--- src/rtl/pipe_pkg.sv ---
// Shared definitions for the npc pipeline stage registers: per-stage widths,
// control-field bit positions and the skid FSM state encoding.
package pipe_pkg;

   localparam int unsigned PIPE_DATA_W   = 64;
   localparam int unsigned PIPE_CTRL_W   = 8;

   localparam int unsigned IF_ID_DATA_W  = 64;
   localparam int unsigned IF_ID_CTRL_W  = 8;
   localparam int unsigned ID_EX_DATA_W  = 64;
   localparam int unsigned ID_EX_CTRL_W  = 8;
   localparam int unsigned EX_MEM_DATA_W = 64;
   localparam int unsigned EX_MEM_CTRL_W = 8;
   localparam int unsigned MEM_WB_DATA_W = 64;
   localparam int unsigned MEM_WB_CTRL_W = 8;

   // Bit positions inside the control field; all must read 0 in a bubble.
   localparam int unsigned CTRL_RD_W_EN  = 0;
   localparam int unsigned CTRL_CSR_W_EN = 1;
   localparam int unsigned CTRL_LOAD     = 2;
   localparam int unsigned CTRL_STORE    = 3;
   localparam int unsigned CTRL_MUL_VLD  = 4;
   localparam int unsigned CTRL_DIV_VLD  = 5;
   localparam int unsigned CTRL_EBREAK   = 6;
   localparam int unsigned CTRL_INST_32  = 7;

   typedef enum logic [1:0] {
      EMPTY = 2'd0,
      ONE   = 2'd1,
      TWO   = 2'd2
   } pipe_state_e;

endpackage

--- src/rtl/pipe_entry.sv ---
// One pipeline entry {valid, ctrl, data} with load and clear; clear drops the
// entry and forces ctrl to CTRL_RST while the payload is left untouched.
module pipe_entry #(
   parameter int unsigned       DATA_W   = 64,
   parameter int unsigned       CTRL_W   = 8,
   parameter logic [CTRL_W-1:0] CTRL_RST = '0
) (
   input  logic              clk,
   input  logic              rst,
   input  logic              clr,
   input  logic              load,
   input  logic [CTRL_W-1:0] d_ctrl,
   input  logic [DATA_W-1:0] d_data,
   output logic              q_valid,
   output logic [CTRL_W-1:0] q_ctrl,
   output logic [DATA_W-1:0] q_data
);

   // NOTE: sequential state uses non-blocking assignments so every flop samples
   // pre-edge values regardless of process ordering.
   always_ff @(posedge clk or posedge rst) begin
      if (rst) begin
         q_valid <= 1'b0;
         q_ctrl  <= CTRL_RST;
         // NOTE: the payload is reset too so out_data is defined after reset,
         // even though clear and bubbles never touch it.
         q_data  <= '0;
      end else if (clr) begin
         q_valid <= 1'b0;
         q_ctrl  <= CTRL_RST;
      end else if (load) begin
         q_valid <= 1'b1;
         q_ctrl  <= d_ctrl;
         q_data  <= d_data;
      end
   end

endmodule

--- src/rtl/pipe_stage_reg.sv ---
// Generic valid/ready pipeline stage register with flush and stall.
// Define PIPE_STAGE_SKID_EN for a two-entry skid version with a registered in_ready.
module pipe_stage_reg
   import pipe_pkg::*;
#(
   parameter int unsigned       DATA_W   = PIPE_DATA_W,
   parameter int unsigned       CTRL_W   = PIPE_CTRL_W,
   parameter logic [CTRL_W-1:0] CTRL_RST = '0
) (
   input  logic              clk,
   input  logic              rst,
   input  logic              flush,
   input  logic              stall,
   input  logic              in_valid,
   output logic              in_ready,
   input  logic [DATA_W-1:0] in_data,
   input  logic [CTRL_W-1:0] in_ctrl,
   output logic              out_valid,
   input  logic              out_ready,
   output logic [DATA_W-1:0] out_data,
   output logic [CTRL_W-1:0] out_ctrl
);

   logic take;
   logic push;

   assign take = out_valid & out_ready & ~stall;
   assign push = in_valid & in_ready;

`ifndef PIPE_STAGE_SKID_EN

   assign in_ready = ~out_valid | (out_ready & ~stall);

   // Flush beats push, so a push accepted in the flush cycle is dropped.
   pipe_entry #(
      .DATA_W   (DATA_W),
      .CTRL_W   (CTRL_W),
      .CTRL_RST (CTRL_RST)
   ) u_main (
      .clk     (clk),
      .rst     (rst),
      .clr     (flush | (take & ~push)),
      .load    (push),
      .d_ctrl  (in_ctrl),
      .d_data  (in_data),
      .q_valid (out_valid),
      .q_ctrl  (out_ctrl),
      .q_data  (out_data)
   );

`else

   pipe_state_e       state;
   pipe_state_e       state_nxt;
   logic              in_ready_q;
   logic              main_clr;
   logic              main_load;
   logic              skid_clr;
   logic              skid_load;
   logic [CTRL_W-1:0] main_d_ctrl;
   logic [DATA_W-1:0] main_d_data;
   logic              skid_valid;
   logic [CTRL_W-1:0] skid_ctrl;
   logic [DATA_W-1:0] skid_data;

   always_ff @(posedge clk or posedge rst) begin
      if (rst) begin
         state      <= EMPTY;
         in_ready_q <= 1'b1;
      end else begin
         state      <= state_nxt;
         in_ready_q <= (state_nxt != TWO);
      end
   end

   assign in_ready = in_ready_q;

   always_comb begin
      // NOTE: every output gets a default first so no path leaves a latch.
      state_nxt   = state;
      main_clr    = 1'b0;
      main_load   = 1'b0;
      skid_clr    = 1'b0;
      skid_load   = 1'b0;
      main_d_ctrl = in_ctrl;
      main_d_data = in_data;
      if (flush) begin
         state_nxt = EMPTY;
         main_clr  = 1'b1;
         skid_clr  = 1'b1;
      end else begin
         case (state)
            EMPTY: begin
               if (push) begin
                  main_load = 1'b1;
                  state_nxt = ONE;
               end
            end
            ONE: begin
               if (push && !take) begin
                  skid_load = 1'b1;
                  state_nxt = TWO;
               end else if (push && take) begin
                  main_load = 1'b1;
               end else if (take) begin
                  main_clr  = 1'b1;
                  state_nxt = EMPTY;
               end
            end
            TWO: begin
               // The older skid entry advances into main, preserving order.
               if (take && skid_valid) begin
                  main_load   = 1'b1;
                  main_d_ctrl = skid_ctrl;
                  main_d_data = skid_data;
                  skid_clr    = 1'b1;
                  state_nxt   = ONE;
               end
            end
            default: begin
               state_nxt = EMPTY;
            end
         endcase
      end
   end

   pipe_entry #(
      .DATA_W   (DATA_W),
      .CTRL_W   (CTRL_W),
      .CTRL_RST (CTRL_RST)
   ) u_main (
      .clk     (clk),
      .rst     (rst),
      .clr     (main_clr),
      .load    (main_load),
      .d_ctrl  (main_d_ctrl),
      .d_data  (main_d_data),
      .q_valid (out_valid),
      .q_ctrl  (out_ctrl),
      .q_data  (out_data)
   );

   pipe_entry #(
      .DATA_W   (DATA_W),
      .CTRL_W   (CTRL_W),
      .CTRL_RST (CTRL_RST)
   ) u_skid (
      .clk     (clk),
      .rst     (rst),
      .clr     (skid_clr),
      .load    (skid_load),
      .d_ctrl  (in_ctrl),
      .d_data  (in_data),
      .q_valid (skid_valid),
      .q_ctrl  (skid_ctrl),
      .q_data  (skid_data)
   );

`endif

endmodule

--- config.mk ---
export PLATFORM = sky130hd
export DESIGN_NAME = pipe_stage_reg
export DESIGN_NICKNAME = d
export VERILOG_FILES = /design/src/rtl/pipe_pkg.sv /design/src/rtl/pipe_entry.sv /design/src/rtl/pipe_stage_reg.sv
export SDC_FILE = /design/constraint.sdc
export NUM_CORES = 1
export LEC_CHECK = 0
export BUFFER_PORTS_ARGS = -buffer_cell sky130_fd_sc_hd__buf_2
export CAP_MARGIN = 40
export CORE_MARGIN = 2
export CORE_UTILIZATION = 30
export CTS_CLUSTER_SIZE = 24
export DETAILED_ROUTE_END_ITERATION = 8
export GPL_ROUTABILITY_DRIVEN = 0
export PLACE_DENSITY_LB_ADDON = 0.2
export RECOVER_POWER = 100
export SYNTH_ARGS = -nofsm -noshare
export SYNTH_HDL_FRONTEND = slang
export SYNTH_HIERARCHICAL = 1
export SYNTH_SLANG_ARGS = --single-unit
--- constraint.sdc ---
create_clock -name clk -period 5.75 [get_ports clk]
set_clock_uncertainty 0.05 [all_clocks]
set_input_delay 0.2875 -clock clk [delete_from_list [all_inputs] [get_ports clk]]
set_output_delay 0.2875 -clock clk [all_outputs]
set_load 0.01 [all_outputs]
Word-level counts from Yosys, hierarchy flattened
Cells that the tools add are included.
{"block": "classes", "mux": 4, "bitwise_logic": 11, "n_reduce_logical": 2}
{"op": "two-way mux 8 bit", "n": 2}
{"op": "bitwise AND 1 bit", "n": 5}
{"op": "inverter 1 bit", "n": 4}
{"op": "two-way mux 1 bit", "n": 2}
{"op": "bitwise OR 1 bit", "n": 2}
{"op": "AND reduction 2 bit", "n": 1}
{"op": "nonzero test 2 bit", "n": 1}
{"block": "totals", "register_bits": 73, "in_bits": 78, "output_inout_bits": 74, "elab_cells": 20}

Logic depth before layout (Yosys ltp)
Gate-level depths: netlist of the first run.
{"block": "logic_depth", "depth_word": 9, "ltp_mapped": 7, "depth_no_buf": 4}

Cells and area by module
The synthesis of the first run kept the hierarchy.
{"mod": "pipe_entry", "n_inst": 1, "cells_per_inst": 166, "area_each_um2": 3070.4, "seq_area_each_um2": 1826.8}
{"mod": "pipe_stage_reg", "n_inst": 1, "cells_per_inst": 5, "area_each_um2": 46.3, "seq_area_each_um2": 0.0}

Least setup slack after synthesis of the first run
OpenSTA, ideal clock, no wires.
{"block": "synth_path", "path_kind": "register to register", "startpoint": "register u_main.q_valid", "endpoint": "register u_main.q_data[0]", "setup_ns": 0.125, "t_arrival_ns": 1.484, "t_required_ns": 5.575, "setup_slack_ns": 4.091, "path_stages_with_launch": 7, "n_path_buf": 3, "synth_period_minus_slack_ns": 1.659, "cell_sequence": "dfrtp_1 -> a21boi_2 -> buf_6 -> nor2b_4 -> buf_12 -> buf_12 -> mux2_4"}
{"block": "synth_via", "elab_chain_len": 8, "elab_cells_between_ends": 10, "classes_between": "bitwise (9); reduce/logical (1)"}
{"item": "from (decl)", "line": "pipe_entry.sv:14", "rtl": "output logic q_valid,"}
{"item": "from (signal assigned)", "line": "pipe_entry.sv:23", "rtl": "q_valid <= 1'b0;"}
{"item": "from (signal assigned)", "line": "pipe_entry.sv:29", "rtl": "q_valid <= 1'b0;"}
{"item": "from (signal assigned)", "line": "pipe_entry.sv:32", "rtl": "q_valid <= 1'b1;"}
{"item": "inverter 1 bit (*)", "line": "pipe_stage_reg.sv:32", "rtl": "assign in_ready = ~out_valid | (out_ready & ~stall);"}
{"item": "bitwise OR 1 bit (*)", "line": "pipe_stage_reg.sv:32"}
{"item": "bitwise AND 1 bit (*)", "line": "pipe_stage_reg.sv:28", "rtl": "assign push = in_valid & in_ready;"}
{"item": "via push", "line": "pipe_stage_reg.sv:25", "rtl": "logic push;"}
{"item": "inverter 1 bit", "line": "pipe_stage_reg.sv:42", "rtl": ".clr (flush | (take & ~push)),"}
{"item": "bitwise AND 1 bit", "line": "pipe_stage_reg.sv:42"}
{"item": "bitwise OR 1 bit", "line": "pipe_stage_reg.sv:42"}
{"item": "inverter 1 bit (no source line)"}
{"item": "AND reduction 2 bit (no source line) (*)"}
{"item": "to (signal assigned)", "line": "pipe_entry.sv:34", "rtl": "q_data <= d_data;"}
{"item": "to (decl)", "line": "pipe_entry.sv:16", "rtl": "output logic [DATA_W-1:0] q_data"}
The timed path passes the listed nets; every way through them passes the cells marked *.
A chain may end at the register's enable or synchronous reset.

Final worst setup path of the first run
{"block": "layout_path", "startpoint": "register u_main.q_valid", "endpoint": "register u_main.q_data[36]"}
Same word-level chain as after synthesis.

==> key figures, run 1 <==
Status
  • Outcome: complete, but fails checks
  • Violated checks: max-capacitance violations, max-slew violations

Worst setup path
  • FF-to-FF path depth: 4
  • Kind of cell adding the most delay to the critical path: compound AO/OA/AOI/OAI gates
  • CP max FO: 34
  • Critical path buffers and inverters: 1
  • Crit Path Class: reg2reg
  • Slowest CP cell: a21boi_0
  • Max incr delay on CP: 1210 ps
  • Flop2flop setup slack: 2850 ps
  • Setup crit end kind: register
  • Reg2Reg Launch Point: u_main/q_valid
  • Worst flop-to-flop path endpoint: u_main/q_data[36]
  • CP arrival: 3070 ps
  • CP required: between 5000 and 6000 ps
  • Crit path cell chain: a21boi_0 -> nor2b_1 -> buf_4 -> mux2_1
  • Critical path launch point type: register

Timing
  • Final worst slack: 2850 ps
  • Timing-limited maximum frequency: 0.345 GHz
  • Final Cycle Share: 0.505
  • Slew at the pin closest to its max-slew limit: between 1500 and 2000 ps
  • Slew headroom: -0.0681
  • Finish-stage setup viols: 0
  • Fin. Hold Viols: 0
  • Pins Over Slew Limit: 11
  • RSZ-0062 raised after global routing: false
  • Worst hold slack: 104 ps
  • Setup TNS: 0 ps
  • Tmin final: a little under 3000 ps

Hold path
  • Worst Hold Endpoint: u_main/q_data[35]
  • Worst hold path stage count: 2
  • Min-delay src: in_data[35]
  • Min-delay worst type: in2reg

Finish
  • Fin util: 0.375
  • Inserted Diodes: 0
  • Final nets: 407
  • Area Overhead vs Synth: 22.4%
  • Fin cells: 470
  • Finished Cell Area: 3810 sq um
  • Share of cells above drive strength 1: 0.311
  • Fill count: 1105

Logic synthesis
  • Most numerous cell in the Yosys netlist: dfrtp_1
  • Synthesized net count: 249
  • Commonest cells in the netlist: 73 x dfrtp_1, 60 x mux2_4, 10 x nor2_1
  • Synth unique cells: 14
  • Yosys reg bits: 73
  • Mapped Area: 3120 sq um
  • Post-synth top area cell: dfrtp_1
  • Syn avg cell area: 18.2 sq um
  • Largest cells by area after synthesis: dfrtp_1 59%, mux2_4 29%, buf_12 4.5%
  • Warnings from Yosys: 6
  • Cells after synthesis: 171
  • Post-synth EDFFs: 0
  • Synth top area share: 0.586
  • Synth Flop Type: dfrtp_1
  • Sequential fraction of the synthesis area: 0.586
  • Async SR Flop Fraction: 1.00

Route
  • DRC viols: 0
  • Initial drt markers: 30
  • Routed via count: 1922
  • Post-route ant nets: 0
  • WL per Instance: 13.7 um
  • Vias per cell: 4.09
  • Final WL: 6.44 mm
  • DR pass1 iterations: 3

Run
  • Max-cap violations: 1

Power
  • Cell area power density: 347 nW/um^2
  • Max VDD drop: around 0.12 mV
  • Final Power: about 1.3 mW
  • Leakage power: ~1.7 nW

Placement
  • DP Wirelength: 4.69 mm
  • Placed cell areas: slightly below 4000 sq um
  • Dpl cells: about 450
  • PortBufs: 151
  • Pre-CTS setup slack: 3360 ps

Floorplan
  • I/O pin count: around 150
  • Die height: roughly 110 um
  • Number of core rows: 37
  • Initial core utilization: 0.306
  • Die width: approximately 110 um
  • Core area: 10200 sq um
  • Area of the die: 11200 sq um

Global routing
  • Largest net degree at the start of global routing: 49
  • GRT Total Usage: 0.122
  • Global-route wire length before repair: 10.4 mm
  • Initial antenna violation count: 0
  • Vias in the first global route: 2011
  • Overflow after GRT: 0

Clock network
  • Clock transition at the registers of the reported paths: 80 ps
  • TritonCTS clock tree: done
  • Clock Tree Buf Depth: 2
  • Post-CTS setup buffer count: 0
  • CTS Root Cell: clkbuf_8
  • Post-cts resize count: 0
  • CTS buffer count: 9
  • Clk sinks: 73
  • Hold_buf cts: 1
  • Skew-Pair Late Insertion Delay: 340 ps
  • H-tree Lvls: 3
## worst max path at each step
stage / from / endpoint / slack (ps) / cells after the start
2_1_floorplan: rst / u_main/q_ctrl[0] / 3560 / 1
3_3_place_gp: stall / u_main/q_data[28] / 3380 / 6
3_5_place_dp: stall / u_main/q_data[25] / 3360 / 6
4_1_cts: u_main/q_valid / u_main/q_data[25] / 3410 / 4
5_1_grt: u_main/q_valid / u_main/q_data[36] / 2670 / 4
6_report: u_main/q_valid / u_main/q_data[36] / 2850 / 4
## worst reg2reg max path, stage by stage, from the launching register on
cell and delay (ps):
dfrtp_1 420, a21boi_0 1210, nor2b_1 290, buf_4 420, mux2_1 390
## layout make-up
type	instances	area, sq um	area share
clock buffer	11	141	0.0371
clock inverter	5	55.1	0.0144
inverter	1	3.75	0.000984
multi-input combinational	88	898	0.235
sequential	73	1830	0.479
tap	136	170	0.0446
timing repair buffer	156	719	0.189
## power breakdown
group,internal [mW],switching [mW],total (mW),leakage (nW)
clock network,0.211,0.187,0.398,0.0953
logic,0.122,0.144,0.266,0.769
registers,0.608,0.0499,0.658,0.872
## state kept, by name, indices dropped and copies added, names as in the netlist
| name | count |
|---|---|
| u_main/q_ctrl | 8 |
| u_main/q_data | 64 |
| u_main/q_valid | 1 |
## routing by layer
| metal | GRT usage | share of wire | up-vias |
|---|---|---|---|
| met5 | 0 | 0 | - |
| met1 | 0.160 | 0.43 | 932 |
| met4 | 0.0479 | 0.012 | 0 |
| met3 | 0.0533 | 0.087 | 6 |
| met2 | 0.176 | 0.47 | 83 |
| li1 | - | - | 901 |
## logic make-up after synthesis
family / Yosys count / share of synthesized area
compound gates: 2 / 0.00723
buf+inv: 10 / 0.0534
flops: 73 / 0.586
mux: 72 / 0.329
simple gates: 14 / 0.0241
## cells in the final DEF (no fill, tap or decap)
master and n:
dfrtp_1 73, dlygate4sd3_1 1, o21bai_2 1, nor2b_1 1, nand2_1 1, mux2_2 4
nand2b_4 1, mux2i_1 8, inv_1 1, clkinv_2 2, nor2_1 10, clkbuf_1 76
nand2b_1 1, bufinv_16 1, clkbuf_8 10, buf_2 77, mux2_1 57, a21boi_0 1
buf_16 1, mux2_4 3, buf_4 2, clkinvlp_4 2
(Power assumes the default switching activity.)
==> inputs of run 2 (changes only) <==
ABC_AREA = 1   (was unset)
clock period = 2.4 ns   (was 5.75 ns; I/O delays follow)
==> run 2 against run 1 <==
Against the previous run:
- highest routed layer unchanged
- largest power group unchanged
- area after synthesis shrank 3.9%
- maximum frequency grew 56%
- largest cell class unchanged
- critical path depth grew 4
- the flow finishes with violations (max-capacitance violations)
- die area shrank 3.8%
==> key figures, run 2 <==
Status
  • Outcome: complete, but fails checks
  • Violated checks: max-capacitance violations

Finish
  • Share of cells above drive strength 1: 0.182
  • Area Overhead vs Synth: 54.2%
  • Biggest register: u_main/q_data
  • Most common cell after layout, fill and taps aside: nand2_1
  • Most frequent cells in the layout: 151 x nand2_1, 77 x buf_2, 76 x clkbuf_1
  • Max reg flops: 64
  • Inserted Diodes: 0
  • Regs by FF count: u_main/q_data x64, u_main/q_ctrl x8, u_main/q_valid x1
  • Final nets: 628

Global routing
  • Global-route wire length before repair: 14.5 mm
  • GRT Total Usage: 0.166
  • Vias in the first global route: 2919
  • Initial antenna violation count: 0
  • Overflow after GRT: 0
  • Largest net degree at the start of global routing: 43

Clock network
  • Post-cts resize count: 0
  • H-tree Lvls: 3
  • CTS buffer count: 9
  • Clock Tree Buf Depth: 2
  • Clock transition at the registers of the reported paths: around 80 ps
  • Clk sinks: 73
  • Hold_buf cts: 73
  • Post-CTS setup buffer count: 0
  • Skew-Pair Late Insertion Delay: 330 ps
  • TritonCTS clock tree: done
  • CTS Root Cell: clkbuf_8

Worst setup path
  • Critical path launch point type: register
  • Reg2Reg Launch Point: u_main/q_valid
  • CP arrival: roughly 2100 ps
  • Worst Setup SP: u_main/q_valid
  • Setup crit end kind: register
  • CP max FO: 41
  • CP required: 2620 ps
  • Crit Path Class: reg2reg

Logic synthesis
  • Post-synth EDFFs: 0
  • Commonest cells in the netlist: 150 x nand2_1, 73 x dfrtp_1, 72 x nand3_1
  • Async SR Flop Fraction: 1.00
  • Most numerous cell in the Yosys netlist: nand2_1
  • Post-synth top area cell: dfrtp_1
  • Mapped Area: 2990 sq um
  • Synth Flop Type: dfrtp_1
  • Sequential fraction of the synthesis area: 0.610
  • Syn avg cell area: 9.07 sq um
  • Warnings from Yosys: 6
  • Synth unique cells: 12
  • Synth top area share: 0.610
  • Yosys reg bits: 73
  • Largest cells by area after synthesis: dfrtp_1 61%, nand2_1 19%, nand3_1 12%
  • Synthesized net count: slightly above 400
  • Cells after synthesis: 330

Timing
  • Slew at the pin closest to its max-slew limit: roughly 1500 ps
  • Setup TNS: 0 ps
  • Final Cycle Share: 0.775
  • Slew headroom: 0.0107
  • Pins Over Slew Limit: 0
  • Final worst slack: roughly 540 ps
  • Fin. Hold Viols: 0
  • Tmin final: 1860 ps
  • Timing-limited maximum frequency: 0.538 GHz
  • Finish-stage setup viols: 0
  • Worst hold slack: 156 ps
  • RSZ-0062 raised after global routing: false

Floorplan
  • Number of core rows: 36
  • Die width: 104 um
  • Initial core utilization: 0.308
  • Area of the die: 10800 sq um
  • Core area: a little under 10000 sq um
  • I/O pin count: between 150 and 200
  • Die height: between 100 and 150 um

Route
  • Initial drt markers: 97
  • Routed via count: 2993
  • DRC viols: 0
  • Post-route ant nets: 0
  • Final WL: 8.86 mm
  • Vias per cell: 4.36
  • WL per Instance: 12.9 um
  • DR pass1 iterations: 4

Placement
  • Pre-CTS setup slack: 813 ps
  • DP Wirelength: 5.50 mm
  • PortBufs: about 150

Run
  • Max-cap violations: 1

Power
  • Cell area power density: around 700 nW/um^2
  • Max VDD drop: roughly 0.28 mV
  • Leakage power: 2.41 nW

Hold path
  • Min-delay src: flush
  • Min-delay worst type: in2reg
[run 2: cell types whose count changed after synthesis, moves of 5 or more]
cell	before	now
buf_12	7	0
inv_1	1	6
mux2_4	60	0
nand3_1	0	72
mux2i_1	8	0
nand2_1	1	150
buf_4	0	16
nor2_1	10	2
[run 2: cell type report]
type / instances / area, sq um
Clock buffer: 11 / 131
Clock inverter: 4 / 45.0
Fill cell: 990 / 5110
Inverter: 7 / 27.5
Multi-Input combinational cell: 227 / 957
Sequential cell: 73 / 1830
Tap cell: 133 / 166
Timing Repair Buffer: 232 / 1460
[run 2: where the power goes]
group	total, mW	switching, mW	leakage (nW)	internal, mW
combinational	0.780	0.459	1.40	0.320
sequential	1.57	0.125	0.915	1.45
clock	0.894	0.424	0.0929	0.470
[run 2: cells by family after synthesis]
group / after synthesis / synth area share
simple gates: 226 / 0.315
flops: 73 / 0.610
buf+inv: 30 / 0.0731
compound gates: 1 / 0.00167
[run 2: through the flow]
step	power, mW	utilization	instance area (sq um)	cells
2_1_floorplan	1.99	-	2990	330
3_3_place_gp	2.33	0.391	3810	599
3_5_place_dp	2.35	0.391	3810	599
4_1_cts	3.36	0.485	4720	687
5_1_grt	3.46	0.474	4620	687
6_report	3.25	0.474	4620	687
[run 2: worst max-delay path, stage by stage, from the launching register on]
cell and delay [ps]:
dfrtp_1 450, inv_1 80, nor2_1 40, nand2_1 70, nand2_1 80, inv_1 90, clkbuf_2 630, nand3_1 180
nand2_1 120
[run 2: routing by layer]
metal,track usage,vias up,wire length [um]
met1,0.209,1408,3900
met4,0.0772,0,145
met2,0.273,95,4300
li1,-,1478,-
met5,0,-,0
met3,0.0345,12,513
[run 2: path summary, 6_finish.rpt]
kind / endpoint / slack [ps] / cells after the start
min in group asynchronous: u_main/q_data[34] / 610 / 3
max in group asynchronous: u_main/q_data[37] / 870 / 4
setup reg to reg: u_main/q_data[48] / 540 / 8
hold / removal: u_main/q_ctrl[6] / 160 / 6
hold reg to reg: u_main/q_data[51] / 420 / 2
setup / recovery: u_main/q_data[48] / 540 / 8
==> inputs of run 3 (changes only) <==
clock period = 1.6 ns   (was 2.4 ns; I/O delays follow)
==> run 3 against run 2 <==
Against the previous run:
- the run now ends clean
- worst setup slack got worse by 390 ps
- highest routed layer unchanged
- sequential power up 50%
- non-clock buffer count grew 1
- largest power group unchanged
- count of clock-buffer cells in the layout did not move
- critical endpoint is now u_main/q_ctrl[6]
- die area did not move
- maximum frequency increased by 29%
- utilization is 0.90 points higher
==> key figures, run 3 (synthesized netlist as in run 2, its figures left out) <==
Floorplan
  • I/O pin count: 152
  • Core area: 9730 sq um
  • Die width: 104 um
  • Initial core utilization: 0.308
  • Area of the die: 10800 sq um
  • Die height: 104 um
  • Number of core rows: 36

Timing
  • Timing-limited maximum frequency: 0.692 GHz
  • Finish-stage setup viols: 0
  • Final worst slack: 154 ps
  • Pins Over Slew Limit: 0
  • Final Cycle Share: 0.904
  • Slew headroom: 0.335
  • Tmin final: approximately 1400 ps
  • RSZ-0062 raised after global routing: false
  • Slew at the pin closest to its max-slew limit: roughly 1000 ps
  • Fin. Hold Viols: 0

Global routing
  • Overflow after GRT: 0
  • Initial antenna violation count: 0
  • GRT Total Usage: 0.168
  • Largest net degree at the start of global routing: 74
  • Vias in the first global route: 2994
  • Global-route wire length before repair: about 15 mm

Clock network
  • Skew-Pair Late Insertion Delay: roughly 340 ps
  • CTS buffer count: 9
  • CTS Root Cell: clkbuf_8
  • H-tree Lvls: 3
  • Clock Tree Buf Depth: 2
  • Clock transition at the registers of the reported paths: around 80 ps
  • TritonCTS clock tree: done
  • Clk sinks: 73

Power
  • Cell area power density: 1100 nW/um^2
  • Sw Ratio: 0.301
  • Leakage power: roughly 2.4 nW
  • Sequential group share of total power: 0.455
  • Max VDD drop: between 0.4 and 0.5 mV
  • Switching power: 1.56 mW
  • Clock share of power: 0.315
  • Int Power: 3.63 mW
  • Combinational share of power: 0.230

Finish
  • Area of the multi-input gates: 960 sq um
  • Most frequent cells in the layout: 150 x nand2_1, 77 x buf_2, 74 x clkbuf_1
  • Fill count: 996
  • Most common cell after layout, fill and taps aside: nand2_1
  • Area Overhead vs Synth: 57.1%
  • Biggest register: u_main/q_data
  • Final nets: between 600 and 700
  • Regs by FF count: u_main/q_data x64, u_main/q_ctrl x8, u_main/q_valid x1
  • FF/Latch Area: between 1500 and 2000 sq um
  • Share of cells above drive strength 1: 0.191
  • Inserted Diodes: 0
  • Max reg flops: 64
  • Fin cells: a little under 700

Placement
  • DP Wirelength: 5.42 mm
  • PortBufs: between 150 and 200
  • Dpl cells: 600
  • Pre-CTS setup slack: -20.9 ps

Worst setup path
  • CP arrival: 1630 ps
  • CP required: 1790 ps
  • Critical path launch point type: register
  • CP max FO: 56
  • Kind of cell adding the most delay to the critical path: buffers and inverters
  • Max incr delay on CP: 380 ps
  • Slowest CP cell: dfrtp_1
  • Critical path buffers and inverters: 2
  • CP dominant cell by count: nand2_1
  • Setup crit end kind: register
  • Crit Path Class: reg2reg
  • Crit path cell chain: buf_4 -> a21oi_4 -> buf_12 -> nor2_2 -> nand2_1 -> nand2_1

Status
  • Outcome: finished, final reports clean

Route
  • Routed via count: around 3000
  • WL per Instance: approximately 13 um
  • Post-route ant nets: 0
  • DR pass1 iterations: 4
  • Initial drt markers: 139
  • Vias per cell: 4.37
  • Final WL: 8.93 mm
  • DRC viols: 0

Hold path
  • Min-delay worst type: in2reg

Run
  • Max-cap violations: 0
==> run 3: cell types whose count changed in the layout (fill, tap and decap cells not counted), sizes merged <==
| cell | previous run | this run |
|---|---|---|
| clkinvlp | 1 | 2 |
| bufinv | 1 | 2 |
| clkbuf | 87 | 86 |
| clkinv | 3 | 1 |
| buf | 83 | 85 |
==> run 3: path summary, 6_finish.rpt <==
check                                  startpoint  cells after the start                end  slack, ps
worst max-delay path               u_main/q_valid                      6   u_main/q_ctrl[6]        150
worst min-delay path                        flush                      6  u_main/q_data[25]        180
worst max register to register     u_main/q_valid                      6   u_main/q_ctrl[6]        150
worst min register to register  u_main/q_data[41]                      2  u_main/q_data[41]        420
max in group asynchronous                     rst                      4  u_main/q_data[45]        260
min in group asynchronous                     rst                      4  u_main/q_data[25]        600
==> run 3: layer usage <==
layer / part of all wire / wire (um) / GRT usage
met4: 0.019 / 166 / 0.0820
met2: 0.50 / 4500 / 0.278
met5: 0 / 0 / 0
met3: 0.047 / 423 / 0.0294
met1: 0.43 / 3840 / 0.212
==> run 3: area by class of cell <==
class | count | share of cell area
Sequential cell | 73 | 0.388
Timing Repair Buffer | 233 | 0.317
Inverter | 7 | 0.00692
Tap cell | 133 | 0.0354
Clock inverter | 4 | 0.0162
Multi-Input combinational cell | 227 | 0.204
Clock buffer | 11 | 0.0322
==> run 3: worst register-to-register path, delay by kind of cell, from the launching register on <==
kind,cells,cell delay [ps]
DFF,1,380
buffers and inverters,2,430
AOI/OAI and AO/OA,1,210
and+or+nand+nor,3,270
==> run 3: what timing repair did <==
| item | in CTS | in global routing |
|---|---|---|
| gates resized for setup | 1 | 2 |
| setup buffers | 0 | 0 |
| setup endpoints to repair | 25 | 72 |
| endpoints found under the hold margin | 145 | 0 |
| hold buffers | 73 | 0 |
==> run 3: power groups by stage <==
stage	Combinational (mW)	Sequential [mW]	Clock, mW
floorplan	0.454	2.53	0
global route	1.34	2.40	1.77
CTS	1.30	2.35	1.69
global placement	1.14	2.37	0
finish	1.19	2.36	1.63
detailed placement	1.16	2.37	0
==> run 3: per-stage QoR <==
step | setup TNS [ps] | area (sq um) | utilization | power [mW] | hold WS (ps)
3_3_place_gp | -9.92 | 3840 | 0.395 | 3.51 | 179
4_1_cts | 0 | 4810 | 0.494 | 5.34 | 192
2_1_floorplan | 0 | 3000 | - | 2.99 | 175
5_1_grt | 0 | 4700 | 0.483 | 5.50 | 207
6_report | 0 | 4700 | 0.483 | 5.18 | 180
3_5_place_dp | -82.7 | 3840 | 0.395 | 3.53 | 180
